[src/rtl/neo_strip_arbiter.sv]
// Round-robin arbiter sharing one NeoPixel strip controller between NUM_REQ producers.
// Muxes the owner's load/send bus, gates handshakes back to it and revokes stalled grants.
module neo_strip_arbiter #(
    parameter int unsigned NUM_REQ = 2,
    parameter int unsigned NUM_PIX = 5,
    parameter int unsigned TIMEOUT = 4096
) (
    input  logic                 clock,
    input  logic                 reset,
    input  logic [NUM_REQ-1:0]   req,
    input  logic [NUM_REQ-1:0]   p_load_color,
    input  logic [NUM_REQ*3-1:0] p_pixel_index,
    input  logic [NUM_REQ*2-1:0] p_color_index,
    input  logic [NUM_REQ*8-1:0] p_color_level,
    input  logic [NUM_REQ-1:0]   p_send_it,
    input  logic                 ready_to_load,
    input  logic                 ready_to_send,
    input  logic                 done_wait,
    output logic [NUM_REQ-1:0]   grant,
    output logic [NUM_REQ-1:0]   g_ready_to_load,
    output logic [NUM_REQ-1:0]   g_ready_to_send,
    output logic [NUM_REQ-1:0]   g_done,
    output logic                 load_color,
    output logic [2:0]           pixel_index,
    output logic [1:0]           color_index,
    output logic [7:0]           color_level,
    output logic                 send_it,
    output logic                 bad_pixel,
    output logic                 timeout_err
);
    localparam int unsigned IdxW     = (NUM_REQ > 2) ? 2 : 1;
    localparam int unsigned WdW      = (TIMEOUT > 2) ? $clog2(TIMEOUT) : 1;
    localparam logic [3:0]  PixLimit = 4'(NUM_PIX);

    typedef enum logic [1:0] {StIdle, StGrant, StSending, StRelease} state_t;

    state_t              r_state, w_state_next;
    logic [NUM_REQ-1:0]  r_grant, w_grant_next;
    logic [IdxW-1:0]     r_owner, w_owner_next;
    logic [IdxW-1:0]     r_rr, w_rr_next;
    logic [WdW-1:0]      r_wdog, w_wdog_next;

    logic                w_found_hi, w_found_any;
    logic [IdxW-1:0]     w_pick_hi, w_pick_any, w_pick;
    logic                w_own_load, w_own_send;
    logic [2:0]          w_own_pix;
    logic [1:0]          w_own_col;
    logic [7:0]          w_own_lvl;
    logic                w_in_grant, w_send, w_load_try, w_pix_ok;
    logic                w_owner_req, w_wdog_fire, w_timeout;

    // Lowest set req at or above the pointer wins; otherwise wrap to the lowest set req.
    always_comb begin
        w_found_hi  = 1'b0;
        w_found_any = 1'b0;
        w_pick_hi   = '0;
        w_pick_any  = '0;
        for (int j = NUM_REQ - 1; j >= 0; j--) begin
            if (req[j]) begin
                w_found_any = 1'b1;
                w_pick_any  = IdxW'(j);
                if (IdxW'(j) >= r_rr) begin
                    w_found_hi = 1'b1;
                    w_pick_hi  = IdxW'(j);
                end
            end
        end
        w_pick = w_found_hi ? w_pick_hi : w_pick_any;
    end

    always_comb begin
        w_own_load = 1'b0;
        w_own_send = 1'b0;
        w_own_pix  = '0;
        w_own_col  = '0;
        w_own_lvl  = '0;
        for (int j = 0; j < NUM_REQ; j++) begin
            if (r_owner == IdxW'(j)) begin
                w_own_load = p_load_color[j];
                w_own_send = p_send_it[j];
                w_own_pix  = p_pixel_index[3*j +: 3];
                w_own_col  = p_color_index[2*j +: 2];
                w_own_lvl  = p_color_level[8*j +: 8];
            end
        end
    end

    assign w_in_grant  = (r_state == StGrant);
    assign w_send      = w_in_grant & w_own_send & ready_to_send;
    // A send in the same cycle takes precedence over any load.
    assign w_load_try  = w_in_grant & w_own_load & ready_to_load & ~w_send;
    assign w_pix_ok    = ({1'b0, w_own_pix} < PixLimit);
    assign w_owner_req = |(req & r_grant);
    assign w_wdog_fire = (r_wdog == WdW'(TIMEOUT - 1));

    always_comb begin
        w_state_next = r_state;
        w_grant_next = r_grant;
        w_owner_next = r_owner;
        w_rr_next    = r_rr;
        w_wdog_next  = r_wdog;
        w_timeout    = 1'b0;
        unique case (r_state)
            StIdle: begin
                if (w_found_any) begin
                    w_state_next = StGrant;
                    w_owner_next = w_pick;
                    w_grant_next = NUM_REQ'(1) << w_pick;
                    w_wdog_next  = '0;
                end
            end
            StGrant: begin
                w_wdog_next = r_wdog + WdW'(1);
                if (w_send) begin
                    w_state_next = StSending;
                end else if (!w_owner_req) begin
                    w_state_next = StRelease;
                    w_grant_next = '0;
                end else if (w_wdog_fire) begin
                    w_timeout    = 1'b1;
                    w_state_next = StRelease;
                    w_grant_next = '0;
                end
            end
            StSending: begin
                if (done_wait) begin
                    w_state_next = StRelease;
                    w_grant_next = '0;
                end
            end
            StRelease: begin
                w_state_next = StIdle;
                w_rr_next    = (r_owner == IdxW'(NUM_REQ - 1)) ? '0 : r_owner + IdxW'(1);
            end
            default: w_state_next = StIdle;
        endcase
    end

    always_ff @(posedge clock or posedge reset) begin
        if (reset) begin
            r_state <= StIdle;
            r_grant <= '0;
            r_owner <= '0;
            r_rr    <= '0;
            r_wdog  <= '0;
        end else begin
            r_state <= w_state_next;
            r_grant <= w_grant_next;
            r_owner <= w_owner_next;
            r_rr    <= w_rr_next;
            r_wdog  <= w_wdog_next;
        end
    end

    // The bus and handshakes are live only in GRANT; outside it everything reads 0.
    always_comb begin
        grant           = r_grant;
        g_ready_to_load = w_in_grant ? (r_grant & {NUM_REQ{ready_to_load}}) : '0;
        g_ready_to_send = w_in_grant ? (r_grant & {NUM_REQ{ready_to_send}}) : '0;
        g_done          = ((r_state == StSending) && done_wait) ? r_grant : '0;
        load_color      = w_load_try & w_pix_ok;
        bad_pixel       = w_load_try & ~w_pix_ok;
        send_it         = w_send;
        pixel_index     = w_in_grant ? w_own_pix : '0;
        color_index     = w_in_grant ? w_own_col : '0;
        color_level     = w_in_grant ? w_own_lvl : '0;
        timeout_err     = w_timeout;
    end

endmodule

[config.mk]
export PLATFORM = sky130hd
export DESIGN_NAME = neo_strip_arbiter
export DESIGN_NICKNAME = d
export VERILOG_FILES = /design/src/rtl/neo_strip_arbiter.sv
export SDC_FILE = /design/constraint.sdc
export NUM_CORES = 1
export LEC_CHECK = 0
export CAP_MARGIN = 20
export CORE_UTILIZATION = 44
export CTS_CLUSTER_SIZE = 12
export DETAILED_ROUTE_END_ITERATION = 8
export PLACE_DENSITY = 0.85
export REMOVE_ABC_BUFFERS = 1
export SLEW_MARGIN = 15
export SYNTH_ARGS = -nofsm -noshare
export SYNTH_HDL_FRONTEND = slang
export SYNTH_SLANG_ARGS = --single-unit
[constraint.sdc]
create_clock -name clock -period 4.9 [get_ports clock]
set_input_delay 0.98 -clock clock [delete_from_list [all_inputs] [get_ports clock]]
set_output_delay 0.98 -clock clock [all_outputs]
set_load 0.02 [all_outputs]
* Word level (Yosys, flattened, before mapping)
Index checks and enable logic that the tools add are counted.
** Word-level totals
- Output and inout port bits :: 25
- Word-level logic and storage cells :: 81
- Input port bits :: 37
- Flip-flop bits (word level) :: 18
** Operators by class
- Reduce and logical (&&, ||, !) cells :: 9
- Bitwise operators :: 12
- Order comparisons :: 3
- $add $sub $neg :: 2
- Shift operators :: 1
- Equal/unequal tests :: 9
- Muxes and demuxes :: 40
** Operator list (count)
- 2-bit 2-to-1 mux :: 15
- 12-bit case mux with 2 select lines :: 1
- 1-bit 2-to-1 mux :: 17
- 8-bit 2-to-1 mux :: 2
- 12-bit by 1-bit adder with 12-bit output (second input constant) :: 1
- 12-bit == test (second input constant) :: 1
- 12-bit 2-to-1 mux :: 1
- 2-bit case mux with 4 select lines :: 1
- 1-bit AND :: 7
- 2-bit AND :: 3
- 3-bit 2-to-1 mux :: 2
- 2-bit != test (second input constant) :: 3
- 2-bit case mux with 3 select lines :: 1
- 5-bit AND reduction :: 1
- 2-bit == test (second input constant) :: 2
- 4-bit by 3-bit != test with 1-bit output (second input constant) :: 1
- 2-bit AND reduction :: 2
- 3-bit < comparator (second input constant) :: 1
- 3-bit by 2-bit != test with 1-bit output (second input constant) :: 1
- 3-bit AND reduction :: 1
- 3-bit nonzero test :: 1
- 2-bit by 1-bit == test with 1-bit output (second input constant) :: 1
- 1-bit >= comparator (first input constant) :: 2
- 2-bit zero test :: 1
- 6 further kinds :: 7

* Depth between registers and ports, before layout
Gate-level depths: netlist of run 1.
- Depth after elaboration :: 9
- Depth in mapped cells :: 8
- Gate-level depth less buffers :: 7

* Worst setup path after synthesis of run 1
OpenSTA, ideal clock, no wires.
- Kind :: input port to output port
- From :: input port p_send_it[0]
- To :: output port load_color
- Path buffers :: 0
- Slack :: 2.141 ns
- Stages on the path :: 4
- Required time :: 3.920 ns
- Arrival time :: 1.779 ns
- Path through :: mux2_4 -> nand3_2 -> nand4_1 -> nor2b_1
** On the way
- Word-level cells in the longest chain between the ends :: 6
** RTL lines
- from (decl) :: line 15 : input logic [NUM_REQ-1:0] p_send_it,
- 1-bit 2-to-1 mux :: line 78 : if (r_owner == IdxW'(j)) begin
- 1-bit AND (2 in a row) :: line 89 : assign w_send = w_in_grant & w_own_send & ready_to_send;
- 1-bit inverter :: line 91 : assign w_load_try = w_in_grant & w_own_load & ready_to_load & ~w_send;
- 1-bit AND :: line 91
- 1-bit AND :: line 161 : load_color = w_load_try & w_pix_ok;
- to (decl) :: line 23 : output logic load_color,
Every way passes these cells.

* Worst setup path in the final report of run 1
- From :: register r_state[1]
- To :: output port timeout_err
** On the way
- Word-level cells in the longest chain between the ends :: 5
** RTL lines
- from (decl) :: line 37 : state_t r_state, w_state_next;
- from (signal assigned) :: line 141 : r_state <= StIdle;
- from (signal assigned) :: line 147 : r_state <= w_state_next;
- 2-bit by 1-bit == test with 1-bit output * :: line 88, 103
- 1-bit AND (2 in a row) :: line 89
- 1-bit 2-to-1 mux :: line 114 : if (w_send) begin
- 1-bit 2-to-1 mux * :: line 103 : unique case (r_state)
- to (decl) :: line 29 : output logic timeout_err
Every way passes the cells marked *; elsewhere a longest branch is shown, timed or not.

==> results of run 1 <==
[layout by cell type (no fill, tap or decap), drive strengths merged, types with 3 or more instances in the layout]
cell type	synthesis	routed
clkdlybuf4s50	0	61
nor2	25	25
dfrtp	18	18
mux2i	13	13
a21oi	10	10
nand2	8	8
and3	8	8
inv	8	8
o21ai	7	7
ha	7	7
xor2	6	6
mux2	4	4
clkbuf	2	4
nand3b	3	3
or3	3	3
nand4	3	3
nor3b	3	3
[report_power, final]
part	switching, mW	leakage [nW]	internal (mW)
registers	0.0409	0.234	0.190
logic	0.324	0.634	0.286
clock network	0.0465	0.0210	0.0454
total	0.412	0.888	0.522
[cell type report]
class	count	area (µm²)	area share, %
clock buffers	4	36.3	1.81
inverters	8	30.0	1.50
multi-input cells	122	826	41.3
flip-flops and latches	18	450	22.5
well taps	31	38.8	1.94
repair buffers	62	618	30.9
[cell families after synthesis]
| logic type | Yosys count |
|---|---|
| simple gates | 63 |
| compound gates | 27 |
| flops | 18 |
| mux | 17 |
| buf+inv | 13 |
| xor+xnor | 8 |
| fa+ha+maj | 7 |
[critical path, cell delays in order (launching register included)]
cell and delay, ns:
dfrtp_1 0.44, inv_1 0.15, ha_1 0.46, inv_1 0.35, a211oi_1 0.36, and2_1 0.18, clkdlybuf4s50_1 0.60
[state kept, by name (all words and copies together) (netlist names)]
register,flops
r_rr,1
r_owner,1
r_state,2
grant,2
r_wdog,12
[per-stage QoR]
step | instances | area, µm² | hold WS (ns)
finish | 245 | 2000 | 0.562
global placement | 241 | 1960 | 0.500
floorplan | 148 | 1310 | 0.492
detailed placement | 241 | 1960 | 0.544
global route | 245 | 2000 | 0.580
CTS | 245 | 2000 | 0.563
[worst paths after layout]
check | endpoint | slack, ns | from | cells after the start
max | timeout_err | 1.08 | r_state[1]$_DFFE_PP0P_ | 6
min | r_wdog[1]$_DFFE_PP0P_ | 0.56 | r_wdog[1]$_DFFE_PP0P_ | 1
max reg2reg | grant[0]$_DFFE_PP0P_ | 2.51 | r_state[1]$_DFFE_PP0P_ | 5
min reg2reg | r_wdog[1]$_DFFE_PP0P_ | 0.56 | r_wdog[1]$_DFFE_PP0P_ | 1
max in group asynchronous | r_wdog[5]$_DFFE_PP0P_ | 3.40 | reset | 2
min in group asynchronous | r_wdog[9]$_DFFE_PP0P_ | 1.07 | reset | 2
[metal layers]
layer,vias up,part of all wire (%),global-route usage [%]
met1,617,40,28.6
met5,-,0,0
met3,14,1.8,4.76
li1,654,-,-
met2,23,56,48.7
met4,0,2.5,7.67
==> results.toml, run 1 <==
[status]
outcome = "completed"

[timing]
finalHoldViolCount = 0
setup_viol = 0
slew_headroom_pct = 54.5
rsz0062_at_grt = "no"
fin_skew_ns = 0.00677
timing.fmax_mhz = 262
period_minus_slack_ns = 3.82
tns_ns = 0
worst_pin_slew_ns = 0.682
fin_crit_sh_pct = 77.9
worst_slack_ns = 1.08
slew_viol_final = 0

[clock_tree]
cts_buffer_depth = 2
clk_latency_ns = 0.30
post_cts_buffers = 0
root_buffer = "clkbuf_4"
clk_pin_slew_worst_paths_ns = 0.10
ctsResizeCount = 0
cts_buffers = 3
cts_sinks = 18
cts_tree = "done"
htreeDepth = 1
postCtsHoldBufs = 0

[pwr]
vdd_drop_max_uv = 333
total_power_uw = 934
p_leak_nw = 0.888
p_per_area_nw_per_um2 = 467

[synth]
ys_types = 37
async_reset_ff_share_pct = 100
synthTopCellsByArea = "dfrtp_1 34%, mux2i_1 9.7%, nor2_1 7.0%"
synth_edf_count = 0
synth.area.mux_share_pct = 13.4
avgSynthCellArea_um2 = 8.76
synth_top_family_by_area = "simple AND/OR/NAND/NOR gates"
synth-simple-area-share_pct = 24.4
synth_common_cells = "25 x nor2_1, 18 x dfrtp_1, 13 x mux2i_1, 10 x a21oi_1"
synth_most_common_cell = "nor2_1"
ys_warn_count = 0
syn_inst = 153
ys_seq_elements = 18
yosysTopAreaCellShare_pct = 33.6
yosysTopAreaCell = "dfrtp_1"
yosys.area_share.adder_pct = 6.54
yosysSeqAreaShare_pct = 33.6
synthXorXnorAreaFrac_pct = 5.23
syn_area_um2 = 1340
synth_compound_area_share_pct = 12.1
synth_ff_type = "dfrtp_1"

[placement]
portBuffers = 61
dp_hpwl_mm = 3.29
globalplace.congestion = 0.863
place_worst_setup_slack_ns = 1.09

[job]
cap_violations = 0

[cells_and_area]
area_growth_pct = 49.2
postLayoutCoreUtil_pct = 70.7
fillCellCount = 222
diodes = 0
finalNetCount = 259
drive_gt1_share_pct = 5.61

[worst_hold_path]
hold_class = "flop to flop"

[worst_setup_path]
crit_path_start_kind = "flop"
cp.arrival_ns = 2.84
end_kind = "output port"
cp.required_ns = 3.92
path_max_fanout = 15
path_class = "flop to output port"

[die]
rows = 19
die_area_um2 = 3270
core_um2 = 2830
io_pins = 62
die_h_um = 57.2
start_util_pct = 47.4
chipWidth_um = 57.2

[grt]
grt_pass1_wl_mm = 6.44
grt_pass1_vias = 1394
overflow = 0
track_usage_pct = 25.5
grt_max_degree = 20
antenna_found_initial = 0

[routing]
routed_wl_mm = 3.93
vias = 1308
drt_first_iter_violations = 44
wire_per_inst_um = 16.0
drtAntennaViolNets = 0
dr.pass1.iters = 4
viasPerCell = 5.34
drc = 0
(Power assumes the default switching activity.)
==> run 2: changes to the inputs <==
CORE_UTILIZATION = 41   (was 44)
PLACE_DENSITY = 0.8   (was 0.85)
clock period = 3.9 ns   (was 4.9 ns; I/O delays follow)
==> results.toml, run 2 (same netlist as run 1, synthesis figures left out) <==
[timing]
slew_headroom_pct = 51.9
slew_viol_final = 0
timing.fmax_mhz = 290
setup_viol = 0
fin_crit_sh_pct = 88.3
tns_ns = 0
finalHoldViolCount = 0
worst_slack_ns = 0.457
fin_skew_ns = 0.00600
hold_ws_ns = 0.553
rsz0062_at_grt = "no"
worst_pin_slew_ns = 0.715
period_minus_slack_ns = 3.44

[worst_setup_path]
crit_chain = "clkdlybuf4s50_1 -> a22oi_1 -> a211oi_1 -> and2_1 -> clkdlybuf4s50_1"
cp.required_ns = 3.12
path_common_cell = "clkdlybuf4s50_1"
crit_path_start_kind = "input port"
path_max_fanout = 7
r2r-start = "r_state[1]$_DFFE_PP0P_"
critPathTopFamily = "buffers and inverters"
worstPathBufferInverterCount = 2
ff2ff_setup_slack_ns = 1.55
reg2reg_to = "r_wdog[10]$_DFFE_PP0P_"
r2r_cells = 7
cp.arrival_ns = 2.66
end_kind = "output port"
critical-path-max-stage-delay_ns = 0.60
slowest_stage = "clkdlybuf4s50_1"
path_class = "input port to output port"

[job]
cap_violations = 0

[pwr]
intPower_uw = 663
p_leak_nw = 0.893
vdd_drop_max_uv = 455
p_comb_share_pct = 65.1
seqPwrFrac_pct = 25.0
p_per_area_nw_per_um2 = 586
p_switching_uw = 523
p_clk_share_pct = 9.9
netSwitchingFraction_pct = 44.1

[placement]
globalplace.congestion = 0.870
place_worst_setup_slack_ns = 0.485
placed_area_um2 = 1990
portBuffers = 61
dp_hpwl_mm = 3.09

[grt]
grt_pass1_wl_mm = 6.24
grt_max_degree = 19
track_usage_pct = 23.6
grt_pass1_vias = 1302
antenna_found_initial = 0
overflow = 0

[die]
io_pins = 62
core_um2 = 3080
die_h_um = 59.2
die_area_um2 = 3500
start_util_pct = 43.5
chipWidth_um = 59.2
rows = 20

[routing]
viasPerCell = 5.22
vias = 1353
drtAntennaViolNets = 0
routed_wl_mm = 3.94
dr.pass1.iters = 4
top_layer_used = "met4"
met3RoutedLength_um = 89
dr_wl_met2_mm = 2.14
wire_per_inst_um = 15.2
drc = 0
wl_met1_mm = 1.67
drt_first_iter_violations = 44

[cells_and_area]
area_growth_pct = 51.0
fin_area_um2 = 2020
diodes = 0
fillCellCount = 261
largest_register_ffs = 12
mostFrequentLayoutCells = "61 x clkdlybuf4s50_1, 25 x nor2_1, 18 x dfrtp_1"
regMostFlops = "r_wdog"
final_common_cell = "clkdlybuf4s50_1"
finalNetCount = 260
regArea_um2 = 450
drive_gt1_share_pct = 6.05
multiInputGateArea_um2 = 826

[worst_hold_path]
holdPathEnd = "r_wdog[1]$_DFFE_PP0P_"
hold_depth = 1
hold_start = "r_wdog[1]$_DFFE_PP0P_"
hold_class = "flop to flop"

[clock_tree]
postCtsHoldBufs = 0
cts_buffers = 3
cts_tree = "done"
cts_sinks = 18
ctsResizeCount = 0
cts_buffer_depth = 2
root_buffer = "clkbuf_4"
post_cts_buffers = 0
htreeDepth = 1
clk_pin_slew_worst_paths_ns = 0.10
clk_latency_ns = 0.30

[status]
outcome = "completed"
==> run 2: how the worst max path moves through the flow <==
stage	startpoint	end	slack, ns	cells past startpoint
finish	req[1]	timeout_err	0.46	5
CTS	req[1]	timeout_err	0.49	5
global placement	p_send_it[0]	timeout_err	0.54	5
global route	r_state[1]$_DFFE_PP0P_	timeout_err	0.31	6
detailed placement	req[1]	timeout_err	0.49	5
floorplan	r_owner$_DFFE_PP0P_	load_color	1.44	4
==> run 2: worst register-to-register path: stages (launching register included) <==
cell	delay, ns
dfrtp_1	0.44
inv_1	0.14
ha_1	0.49
nor2_1	0.12
nand3b_1	0.23
or2_1	0.32
or3_1	0.39
a21oi_1	0.16
==> run 2: final cells by class <==
| cell class | count | share of cell area [%] |
|---|---|---|
| multi-input combinational | 122 | 40.8 |
| inverter | 8 | 1.48 |
| timing repair buffer | 63 | 30.9 |
| clock buffer | 4 | 1.79 |
| sequential | 18 | 22.3 |
| tap | 44 | 2.72 |
==> run 2: power by group through the flow <==
stage          combinational [mW]  sequential (mW)  clock [mW]
5_1_grt                     0.837            0.303       0.123
2_1_floorplan               0.447            0.322           0
6_report                    0.773            0.296       0.117
3_5_place_dp                0.776            0.299           0
4_1_cts                     0.776            0.295       0.119
3_3_place_gp                0.746            0.294           0
==> run 2: stage by stage <==
| step | utilization [%] | total power [mW] | instances |
|---|---|---|---|
| 6_report | 65.7 | 1.19 | 259 |
| 4_1_cts | 65.7 | 1.19 | 259 |
| 3_3_place_gp | 64.6 | 1.04 | 255 |
| 2_1_floorplan | - | 0.768 | 148 |
| 3_5_place_dp | 64.6 | 1.07 | 255 |
| 5_1_grt | 65.7 | 1.26 | 259 |
==> run 2: layer usage <==
layer | track usage [%] | vias up
met5 | 0 | -
met4 | 4.08 | 0
met3 | 3.71 | 4
met2 | 43.7 | 29
met1 | 29.1 | 659
li1 | - | 661
==> run 3: changes to the inputs <==
==> constraint.sdc (replaced) <==
create_clock -name clock -period 3.9 [get_ports clock]
set_input_delay 0.78 -clock clock [delete_from_list [all_inputs] [get_ports clock]]
set_output_delay 0.78 -clock clock [all_outputs]
set_load 0.05 [all_outputs]
==> results.toml, run 3 (same netlist as run 1, synthesis figures left out) <==
[clock_tree]
postCtsHoldBufs = 0
cts_buffers = 3
root_buffer = "clkbuf_4"
cts_tree = "done"
ctsResizeCount = 0
post_cts_buffers = 0
htreeDepth = 1
cts_buffer_depth = 2
clk_pin_slew_worst_paths_ns = 0.08
cts_sinks = 18
clk_latency_ns = 0.29

[routing]
dr.pass1.iters = 4
routed_wl_mm = 3.89
drc = 0
wire_per_inst_um = 15.1
viasPerCell = 5.31
drtAntennaViolNets = 0
vias = 1365
drt_first_iter_violations = 47

[worst_setup_path]
end_kind = "output port"
crit_chain = "inv_1 -> ha_1 -> inv_1 -> nor2_1 -> clkdlybuf4s50_1"
worstSetupPathDepth = 5
critical-path-max-stage-delay_ns = 0.83
cp-startpoint = "r_state[1]$_DFFE_PP0P_"
path_common_cell = "inv_1"
cp.required_ns = 3.12
critPathTopFamily = "buffers and inverters"
r2r-start = "r_state[1]$_DFFE_PP0P_"
worstPathBufferInverterCount = 3
path_class = "flop to output port"
reg2reg_to = "grant[1]$_DFFE_PP0P_"
crit_path_start_kind = "flop"
path_max_fanout = 15
ff2ff_setup_slack_ns = 1.46
slowest_stage = "clkdlybuf4s50_1"
r2r_cells = 5
cp.arrival_ns = 2.72

[timing]
finalHoldViolCount = 0
setup_viol = 0
slew_headroom_pct = 53.6
fin_crit_sh_pct = 89.8
slew_viol_final = 0
period_minus_slack_ns = 3.50
rsz0062_at_grt = "no"
fin_skew_ns = 0.0116
timing.fmax_mhz = 285
tns_ns = 0
worst_pin_slew_ns = 0.689

[worst_hold_path]
holdPathEnd = "r_wdog[1]$_DFFE_PP0P_"
hold_start = "r_wdog[1]$_DFFE_PP0P_"
hold_class = "flop to flop"
hold_depth = 1

[cells_and_area]
mostFrequentLayoutCells = "60 x clkdlybuf4s50_1, 25 x nor2_1, 18 x dfrtp_1"
drive_gt1_share_pct = 5.63
finalNetCount = 259
largest_register_ffs = 12
diodes = 0
area_growth_pct = 49.2
fin_area_um2 = 2000
final_common_cell = "clkdlybuf4s50_1"
regMostFlops = "r_wdog"

[die]
die_area_um2 = 3500
start_util_pct = 43.5
io_pins = 62
die_h_um = 59.2
core_um2 = 3080
rows = 20
chipWidth_um = 59.2

[job]
cap_violations = 0

[grt]
grt_max_degree = 19
antenna_found_initial = 0
track_usage_pct = 24.0
grt_pass1_vias = 1321
overflow = 0
grt_pass1_wl_mm = 6.24

[status]
outcome = "completed"

[pwr]
p_leak_nw = 0.883
p_per_area_nw_per_um2 = 654
vdd_drop_max_uv = 428

[placement]
globalplace.congestion = 0.763
portBuffers = 61
placed_area_um2 = 1980
dp_hpwl_mm = 3.22
[run 3: cell types whose count changed in the layout (fill, tap and decap cells not counted), sizes merged]
| cell | change |
|---|---|
| clkbuf | -1 |
| clkdlybuf4s50 | -1 |
[run 3: worst reg2reg max path, cell delays in order (launching register included)]
cell and delay, ns:
dfrtp_1 0.43, inv_1 0.13, ha_1 0.47, inv_1 0.38, o31ai_1 0.53, mux2_2 0.39
[run 3: area by class of cell]
| cell class | count | area, µm² |
|---|---|---|
| clock buffers | 3 | 22.5 |
| fillers | 270 | 1080 |
| well taps | 44 | 55.1 |
| inverters | 8 | 30.0 |
| multi-input cells | 122 | 826 |
| repair buffers | 62 | 616 |
| flip-flops and latches | 18 | 450 |
[run 3: routing by layer]
layer,global-route usage (%),wire [µm]
met4,5.10,57
met1,28.4,1590
met2,45.1,2140
met5,0,0
met3,3.93,98
[run 3: where the power goes]
part / internal [mW] / leakage (nW) / total, mW / switching, mW
Clock: 0.0359 / 0.0138 / 0.0885 / 0.0526
Sequential: 0.239 / 0.234 / 0.310 / 0.0704
Combinational: 0.357 / 0.636 / 0.910 / 0.553
[run 3: stage by stage]
step | power (mW) | hold slack (ns) | worst slack [ns] | instances | utilization (%)
6_report | 1.31 | 0.556 | 0.397 | 257 | 65.0
5_1_grt | 1.39 | 0.593 | 0.241 | 257 | 65.0
4_1_cts | 1.32 | 0.562 | 0.381 | 257 | 65.0
3_5_place_dp | 1.22 | 0.540 | 0.484 | 254 | 64.2
3_3_place_gp | 1.19 | 0.507 | 0.483 | 254 | 64.2
2_1_floorplan | 0.932 | 0.492 | 1.06 | 148 | -
[run 3: worst max path at each step]
stage / slack, ns / endpoint
3_3_place_gp: 0.48 / bad_pixel
2_1_floorplan: 1.06 / load_color
5_1_grt: 0.24 / color_level[0]
6_report: 0.40 / color_level[0]
3_5_place_dp: 0.48 / load_color
4_1_cts: 0.38 / color_level[0]
